--- src/rtl/pipe_hazard_ctrl.sv ---
// Central stall/flush sequencer for the 5-stage MIPS pipeline.
// Arbitrates exceptions/eret, data-SRAM wait states, multi-cycle divides
// and load-use hazards under one fixed priority.
// Outputs are combinational from state, counter and the current inputs.
module pipe_hazard_ctrl #(
  parameter int unsigned DIV_CYCLES = 33,
  parameter int unsigned CNT_W      = 6
) (
  input  logic clk,
  input  logic resetn,
  input  logic load_use,
  input  logic div_start,
  input  logic mem_req,
  input  logic data_ok,
  input  logic mem_cp0_ex,
  input  logic mem_eret,
  output logic pc_stall,
  output logic ifid_stall,
  output logic idex_stall,
  output logic idex_bubble,
  output logic exe_stall,
  output logic exmem_hold,
  output logic wb_bubble,
  output logic int_flush,
  output logic div_done,
  output logic div_busy
);

  localparam logic [1:0] RUN  = 2'd0;
  localparam logic [1:0] DIV  = 2'd1;
  localparam logic [1:0] MEMW = 2'd2;

  localparam logic [CNT_W-1:0] DIV_LAST = CNT_W'(DIV_CYCLES - 1);

  logic [1:0]       state, state_nxt;
  logic [CNT_W-1:0] cnt, cnt_nxt;
  logic             pend_exc, pend_nxt;
  logic             exc;

  assign exc = mem_cp0_ex | mem_eret;

  // Output decode and next-state selection; everything stays low in reset.
  always_comb begin
    pc_stall    = 1'b0;
    ifid_stall  = 1'b0;
    idex_stall  = 1'b0;
    idex_bubble = 1'b0;
    exe_stall   = 1'b0;
    exmem_hold  = 1'b0;
    wb_bubble   = 1'b0;
    int_flush   = 1'b0;
    div_done    = 1'b0;
    div_busy    = 1'b0;
    state_nxt   = state;
    cnt_nxt     = cnt;
    pend_nxt    = pend_exc;
    if (resetn) begin
      case (state)
        RUN: begin
          if (exc) begin
            int_flush = 1'b1;
            cnt_nxt   = '0;
          end else if (mem_req && !data_ok) begin
            pc_stall   = 1'b1;
            ifid_stall = 1'b1;
            idex_stall = 1'b1;
            exmem_hold = 1'b1;
            wb_bubble  = 1'b1;
            state_nxt  = MEMW;
          end else if (div_start) begin
            pc_stall   = 1'b1;
            ifid_stall = 1'b1;
            idex_stall = 1'b1;
            exe_stall  = 1'b1;
            div_busy   = 1'b1;
            cnt_nxt    = DIV_LAST;
            state_nxt  = DIV;
          end else if (load_use) begin
            pc_stall    = 1'b1;
            ifid_stall  = 1'b1;
            idex_bubble = 1'b1;
          end
        end
        DIV: begin
          if (exc) begin
            // Older instruction in MEM traps: abandon the divide outright.
            int_flush = 1'b1;
            cnt_nxt   = '0;
            state_nxt = RUN;
          end else if (cnt != '0) begin
            pc_stall   = 1'b1;
            ifid_stall = 1'b1;
            idex_stall = 1'b1;
            exe_stall  = 1'b1;
            div_busy   = 1'b1;
            cnt_nxt    = cnt - CNT_W'(1);
          end else begin
            div_busy  = 1'b1;
            div_done  = 1'b1;
            state_nxt = RUN;
          end
        end
        MEMW: begin
          if (data_ok) begin
            // The bus transaction finishes first; a trap seen while waiting
            // is released as a flush in the completion cycle.
            int_flush = pend_exc | exc;
            pend_nxt  = 1'b0;
            state_nxt = RUN;
          end else begin
            pc_stall   = 1'b1;
            ifid_stall = 1'b1;
            idex_stall = 1'b1;
            exmem_hold = 1'b1;
            wb_bubble  = 1'b1;
            if (exc) pend_nxt = 1'b1;
          end
        end
        default: state_nxt = RUN;
      endcase
    end
  end

  // State, divide counter and pending-exception register.
  always_ff @(posedge clk) begin
    if (!resetn) begin
      state    <= RUN;
      cnt      <= '0;
      pend_exc <= 1'b0;
    end else begin
      state    <= state_nxt;
      cnt      <= cnt_nxt;
      pend_exc <= pend_nxt;
    end
  end

endmodule

--- config.mk ---
export PLATFORM = sky130hd
export DESIGN_NAME = pipe_hazard_ctrl
export DESIGN_NICKNAME = d
export VERILOG_FILES = /design/src/rtl/pipe_hazard_ctrl.sv
export SDC_FILE = /design/constraint.sdc
export NUM_CORES = 1
export LEC_CHECK = 0
export ABC_AREA = 1
export ABC_CLOCK_PERIOD_IN_PS = 2200
export BUFFER_PORTS_ARGS = -buffer_cell sky130_fd_sc_hd__buf_2
export CAP_MARGIN = 10
export CELL_PAD_IN_SITES_DETAIL_PLACEMENT = 1
export CELL_PAD_IN_SITES_GLOBAL_PLACEMENT = 1
export CORE_MARGIN = 4
export CORE_UTILIZATION = 35
export CTS_BUF_LIST = sky130_fd_sc_hd__clkbuf_16
export DETAILED_ROUTE_END_ITERATION = 10
export MAX_ROUTING_LAYER = met4
export PLACE_DENSITY = 0.74
export SYNTH_ARGS = -nofsm -noshare
export SYNTH_HDL_FRONTEND = slang
export SYNTH_SLANG_ARGS = --single-unit
--- constraint.sdc ---
create_clock -name clk -period 2.2 [get_ports clk]
set_clock_uncertainty 0.1 [all_clocks]
set_input_delay 0.44 -clock clk [delete_from_list [all_inputs] [get_ports clk]]
set_output_delay 0.44 -clock clk [all_outputs]
set_load 0.05 [all_outputs]
==> results.txt, run 1 <==
The flow ran to the end, and the final reports show no timing, DRC or antenna violations. Max-cap violations in this run came to 0. At the worst endpoint, the required time is 1.66 ns. The worst setup margin came out at between 0.1 and 0.15 ns. The aggregate routed wire length came out at 2090 microns. The CTS tree is done. The vertical extent of the die came out at 54.66 microns. The count of antenna diodes in the layout is 0.

The average vias per placed instance came out at 4.852. The worst setup path is captured at a primary output. The length in cells of the worst reg-to-reg path came out at 8.

The root buffer cell chosen for the clock tree is sky130_fd_sc_hd__clkbuf_16. The clock slew seen by the registers of the worst setup and hold paths came out at 0.04 ns. Summing every instance area after synthesis gives 762.0 sq um. Entering global routing, the biggest net connects 8 pins. In this run, the number of DRC markers left after iteration 0 of detailed routing was 8.

The final number of setup-violating endpoints is 0. The number of pins exceeding their max-slew limit in the final report came out at 0. The initial core utilization came out at 37.69%.

The critical path is of the reg -> out type. The worst register-to-register path ends at cnt[2]. Measured along the x axis, the die boundary spans 54.66 microns. The startpoint kind of the worst setup timing path is a register. The region available for standard cell placement spans 2022 sq um. The worst path needs 2.077 ns of the cycle, external delays included. The synthesis-to-finish area growth came out at 31.69%. The share of the yosys chip area belonging to registers came out at 23.65%. The global-route total usage across every layer came out at 16.91%. The worst hold path begins at cnt[5].

The number of top-level pins is 18. Counting every net in the synthesized netlist gives 130. The count of port buffers added during placement came out at 17.

Summed over all layers, the global routing overflow is 0. The number of hold violations in the final report is 0. After detailed routing, the average wire length per cell comes to between 10 and 15 microns. The total area of multi-input combinational cells came out at 530.5 sq um. The clock sink count came out at 9.

For this run, the post-layout net count is 153. The clock reaches the later pin of the worst-skew pair after 0.23 ns. The startpoint identified for the worst register-to-register timing path is cnt[0]. The number of buffers inserted during clock tree synthesis came out at 3. The fraction of the core area covered by cells at the end of the flow came out at 49.63%. The buffer levels on the longest clock path is 2. The total number of vias came out at 820. The worst-path maximum fanout came out at 5.

The arrival time of data at the critical path endpoint is 1.54 ns. For the pin with the worst max-slew slack, the measured transition is 0.3189 ns. The number of distinct standard cells referenced by the synthesized netlist came out at 25. The row count came out at 16. The via count of the first global-routing pass came out at 760. The deepest level of the CTS H-tree is 1. The worst setup slack for register-to-register paths is approximately 0.68 ns. The endpoint of the worst hold-timing path is cnt[5].

The worst hold path cell count is 2. For this run, the detailed router's first-pass iteration total came to 4. The final weighted congestion in routability-driven placement came out at 0.7798.

The number of antenna violations at the first check in global routing is 0. Dividing the synthesized area by the synthesized cell count gives approximately 6.3 sq um. Registers take 181.4 sq um. The worst hold path belongs to the class reg -> reg.

The number of nets with antenna violations after routing is 0. The wire-length estimate of the detail-placed layout is 1655 microns. The maximum operating frequency is 0.4814 GHz. The number of filler cells placed in the layout is 270. The fraction of final layout cells sized beyond drive strength 1 came out at 35.21%.

In this run the static leakage power is 0.0005181 uW. The top cell types in the final layout, fill and taps aside, are 33 x sky130_fd_sc_hd__nand2_1, 16 x sky130_fd_sc_hd__nor2_1, 15 x sky130_fd_sc_hd__buf_2. The area of the die is 2988 sq um. The power density over cell area came out at 623.1 nW/um^2. After technology mapping, the gate count stands at 120. Timing analysis after detailed placement gives a worst setup slack of 0.2173 ns. The number of DRC violations after detailed routing came out at 0. During synthesis, Yosys emitted a total of 0 warnings.

In this run the tightest slew margin relative to its limit is 78.72%. The most frequent standard cell in the layout excluding fill and tap cells is sky130_fd_sc_hd__nand2_1. The first global-routing pass estimated 3512 microns of wire. The peak supply drop came out at 0.0005563 V. The period utilization came out at 94.43%. The flip-flop and latch count after synthesis came out at 9.
cell type report:
class	instances	share of cell area, %
multi-input combinational	92	52.87
sequential	9	18.08
timing repair buffer	20	11.22
clock buffer	3	7.481
inverter	17	6.608
tap	27	3.367
clock inverter	1	0.3741
cells by family after synthesis:
family          share of synthesized area [%]
flops                                   23.64
fa+ha+maj                               3.284
buf+inv                                 10.67
simple gates                            51.23
compound gates                          11.17
per-stage QoR:
stage | setup TNS, ns | std cells | area (sq um) | total power (uW) | hold slack, ns
after floorplan | 0 | 120 | 769.5 | 269.9 | 0.3670
after global placement | 0 | 163 | 880.8 | 297.5 | 0.3775
after detailed placement | 0 | 163 | 880.8 | 300.2 | 0.4019
after CTS | 0 | 167 | 959.7 | 626.5 | 0.4163
after global routing | -0.009216 | 169 | 1003 | 657.7 | 0.4570
final | 0 | 169 | 1003 | 625.3 | 0.4080
worst max-delay path by stage:
| stage | startpoint | endpoint | slack [ns] | cells after the start |
|---|---|---|---|---|
| after floorplan | cnt[0] | exe_stall | 0.05 | 5 |
| after global placement | mem_cp0_ex | pc_stall | 0.25 | 8 |
| after detailed placement | mem_cp0_ex | pc_stall | 0.22 | 9 |
| after CTS | cnt[0] | pc_stall | 0.04 | 8 |
| after global routing | cnt[0] | ifid_stall | -0.005 | 8 |
| final | state[1] | exe_stall | 0.12 | 6 |
repair_timing:
item,in CTS,in global routing
hold buffers,0,0
gates cloned,0,0
gates resized for setup,1,11
pin swaps,0,2
setup endpoints to repair,2,5
setup buffers,0,2
worst max-delay path, stage by stage, from the launching register on:
cell                      delay (ns)
sky130_fd_sc_hd__dfxtp_2        0.35
sky130_fd_sc_hd__inv_4          0.10
sky130_fd_sc_hd__nand2_2        0.10
sky130_fd_sc_hd__nor2_2         0.20
sky130_fd_sc_hd__nand2_1        0.12
sky130_fd_sc_hd__a21oi_1        0.15
sky130_fd_sc_hd__buf_2          0.28
report_power, final:
part           internal, uW  switching (uW)  total (uW)
logic                  44.9            89.3         134
clock network           238            81.5         319
registers               168            3.74         172
sequential cells by signal (all words and copies together) (netlist names):
signal,count
pend_exc,1
cnt,6
state,2
synthesized netlist by cell type, drive strengths merged:
library cell,number,area (sq um)
a21boi,1,7.510
a21oi,10,57.56
a31oi,1,6.260
buf,2,15.01
dfxtp,9,180.2
ha,2,25.02
inv,17,66.31
nand2,39,176.4
nand3,10,65.06
nand3b,1,7.510
nand4,1,6.260
nor2,22,118.9
nor3,2,10.01
o21ai,1,5.000
o221ai,1,8.760
or2,1,6.260
routing by layer:
layer,routed length (microns),GRT usage [%],vias up
met5,0,-,-
met4,15,3.734,0
met3,88,5.722,2
met2,985,25.00,12
met1,1000,22.04,385
li1,-,-,421
Note: power is estimated with default switching activity, not from simulation.
==> run 2, diff against run 1 <==
--- a/config.mk
+++ b/config.mk
@@ -11,7 +11,6 @@
 export CAP_MARGIN = 10
 export CELL_PAD_IN_SITES_DETAIL_PLACEMENT = 1
 export CELL_PAD_IN_SITES_GLOBAL_PLACEMENT = 1
-export CORE_MARGIN = 4
 export CORE_UTILIZATION = 35
 export CTS_BUF_LIST = sky130_fd_sc_hd__clkbuf_16
 export DETAILED_ROUTE_END_ITERATION = 10
==> run 2 against run 1 <==
Sequential share of layout area decreased by 0.090 points. Power increased by 3.0%. Non-clock buffer count decreased by 1. Global-route usage increased by 6.5 points. Via count increased by 3.7%. Flip-flop and latch count unchanged. Die area decreased by 21%. Critical path depth increased by 2. Critical endpoint is now pc_stall. Largest cell class unchanged. Largest power group unchanged.
==> results.txt, run 2 (synthesis gave the netlist of run 1 again) <==
The worst hold margin is 0.3963 ns (-0.01171 ns). The slew at the pin closest to its max-slew limit came out at 0.3202 ns (+0.001306 ns). The worst setup path is of the reg -> out kind.

The max-capacitance violation count is 0 (unchanged). The library cell used most frequently in the layout, excluding fill and tap cells, is sky130_fd_sc_hd__nand2_1. The arrival time of data at the critical path endpoint is 1.59 ns (+0.05 ns). The number of buffers inserted during clock tree synthesis came out at 3 (unchanged).

The count of port buffers added during placement is 17 (unchanged). The total power is 643.8 uW (+3.0%). The period utilization came out at 97.01% (+2.6 points).

The total overflow reported by the global router came out at 0 (unchanged). The number of filler cells placed in the layout is 270 (unchanged). The detail-routed net length per standard cell is 14.84 microns (+20%). The buffer levels on the longest clock path is 2 (unchanged). The fraction of final layout cells sized beyond drive strength 1 was 34.75% (-0.46 points). The final number of setup-violating endpoints was 0 (unchanged). The most flop-heavy register is cnt.

The die extent in x is 48.66 microns (-11%). The run finished with clean final reports. In this run the worst hold path is classified as reg -> reg. The deepest level of the CTS H-tree is 1 (unchanged). The source-to-sink clock delay at the later pin of the worst-skew pair came out at 0.24 ns (about the same). The number of flip-flops under the largest register name came out at 6 (unchanged). The fraction of the core area covered by cells at the end of the flow is 50.38% (+0.75 points). The net count reported at finish came to 152 (-0.65%).

The largest registers in the layout are cnt (6), state (2), pend_exc (1). The placeable core region is 2002 sq um (-0.99%). The cell leakage power is 0.0005168 uW (-0.25%). The clock slew seen by the registers of the worst setup and hold paths is 0.04 ns (about the same).

The power density over cell area came out at 638.4 nW/um^2 (+2.4%). The number of setup buffers added after CTS came to 0 (unchanged). The row count came out at 16 (unchanged). The first-pass iteration count of the detailed router came out at 4 (unchanged).

The vertical extent of the die is 48.66 microns (-11%). The area of the die came out at 2368 sq um (-21%). The number of top-level pins came out at 18 (unchanged).

The non-filler instance count after layout came out at 168 (-0.59%). The CTS tree is done. The peak supply drop came to 0.0003517 V (-37%). The number of antenna violations at the first check in global routing came out at 0 (unchanged). The total number of vias came out at 850 (+3.7%). The worst-path maximum fanout is 3 (-2).

The number of pins exceeding their max-slew limit in the final report is 0 (unchanged). The initial core utilization came to 38.06% (+0.38 points). The number of nets with antenna violations after routing came out at 0 (unchanged). The worst setup path is captured at a primary output. Relative to the synthesized area, the layout overhead comes to 32.35%. The number of DRC markers after the initial detailed-route iteration is 12 (+4). The via count of the first global-routing pass came to 906 (+19%).

STA classifies the critical path startpoint as a register. The post-detailed-placement half-perimeter wirelength is 1754 microns (+6.0%). The maximum operating frequency came out at 0.4686 GHz (-2.7%). The largest net degree at the start of global routing was 8 (unchanged). The number of hold violations in the final report was 0 (unchanged). The minimum clock period after layout came to 2.134 ns (+0.05682 ns). The cell count after placement came out at 164 (+0.61%). The required time at the endpoint of the critical path is 1.66 ns (about the same). The clock root buffer is sky130_fd_sc_hd__clkbuf_16. The top cell types in the final layout, fill and taps aside, are 33 x sky130_fd_sc_hd__nand2_1, 15 x sky130_fd_sc_hd__inv_1, 15 x sky130_fd_sc_hd__nor2_1, 15 x sky130_fd_sc_hd__buf_2, 8 x sky130_fd_sc_hd__dfxtp_1. The aggregate routed wire length was 2493 microns (+19%). The clock sink count came to 9 (unchanged). The accumulated negative setup slack came to 0 ns (unchanged). The final weighted congestion in routability-driven placement came out at 0.7754 (-0.56%). The worst max-slew margin expressed relative to the limit came out at 78.63% (-0.087 points). The global-route total usage across every layer is 23.44% (+6.5 points).

The wire length of the first global-routing pass was 4105 microns (+17%). The average vias per placed instance is 5.060 (+4.3%). The count of antenna diodes in the layout came out at 0 (unchanged).

The number of DRC violations after detailed routing is 0 (unchanged).
[run 2: cell count changes in the layout (fill, tap and decap cells not counted)]
cell | before | now
sky130_fd_sc_hd__ha_2 | 1 | 0
sky130_fd_sc_hd__ha_4 | 0 | 1
sky130_fd_sc_hd__inv_2 | 3 | 2
sky130_fd_sc_hd__inv_1 | 14 | 15
sky130_fd_sc_hd__nor2_2 | 2 | 3
sky130_fd_sc_hd__buf_4 | 5 | 4
sky130_fd_sc_hd__nor2_1 | 16 | 15
[run 2: final cells by class]
type                    instances  area, sq um  share of cell area, %
clock inverters                 1        3.754                 0.3722
well taps                      27        33.78                  3.350
multi-input cells              92        543.0                  53.85
flip-flops and latches          9        181.4                  17.99
repair buffers                 19        105.1                  10.42
clock buffers                   3        75.07                  7.444
inverters                      17        66.31                  6.576
[run 2: timing repair]
item | CTS | global route
endpoints found under the hold margin | 0 | 0
hold buffers | 0 | 0
gates resized for setup | 5 | 6
endpoints found under the setup margin | 2 | 3
[run 2: path summary, 6_finish.rpt]
kind,from,slack [ns],to,cells after the start
worst max register to register,cnt[0],0.64,cnt[2],8
worst max-delay path,cnt[0],0.07,pc_stall,8
worst min register to register,cnt[0],0.40,cnt[0],3
worst min-delay path,cnt[0],0.40,cnt[0],3
[run 2: through the flow]
step	area [sq um]	setup WS (ns)
finish	1008	0.06580
global route	1008	-0.02282
CTS	985.9	0.003303
detailed placement	888.4	0.1916
global placement	888.4	0.2337
floorplan	769.5	0.05216
[run 2: routing by layer]
layer	part of all wire (%)	wire length, microns	GRT usage, %	up-vias
li1	-	-	-	420
met5	0	0	-	-
met3	2.4	61	3.145	9
met4	1.8	45	10.29	0
met1	43	1072	25.67	412
met2	53	1314	41.90	9
[run 2: critical path, stage by stage (launching register included)]
cell                       delay, ns
sky130_fd_sc_hd__dfxtp_1        0.30
sky130_fd_sc_hd__inv_1          0.10
sky130_fd_sc_hd__ha_4           0.17
sky130_fd_sc_hd__nand3_4        0.11
sky130_fd_sc_hd__a21oi_2        0.14
sky130_fd_sc_hd__nand2_1        0.11
sky130_fd_sc_hd__a21boi_2       0.17
sky130_fd_sc_hd__inv_1          0.07
sky130_fd_sc_hd__buf_4          0.19
[run 2: power breakdown]
part	internal (uW)	switching, uW	total, uW
Clock	239	91.5	330
Combinational	45.9	95.8	142
Sequential	168	3.84	172
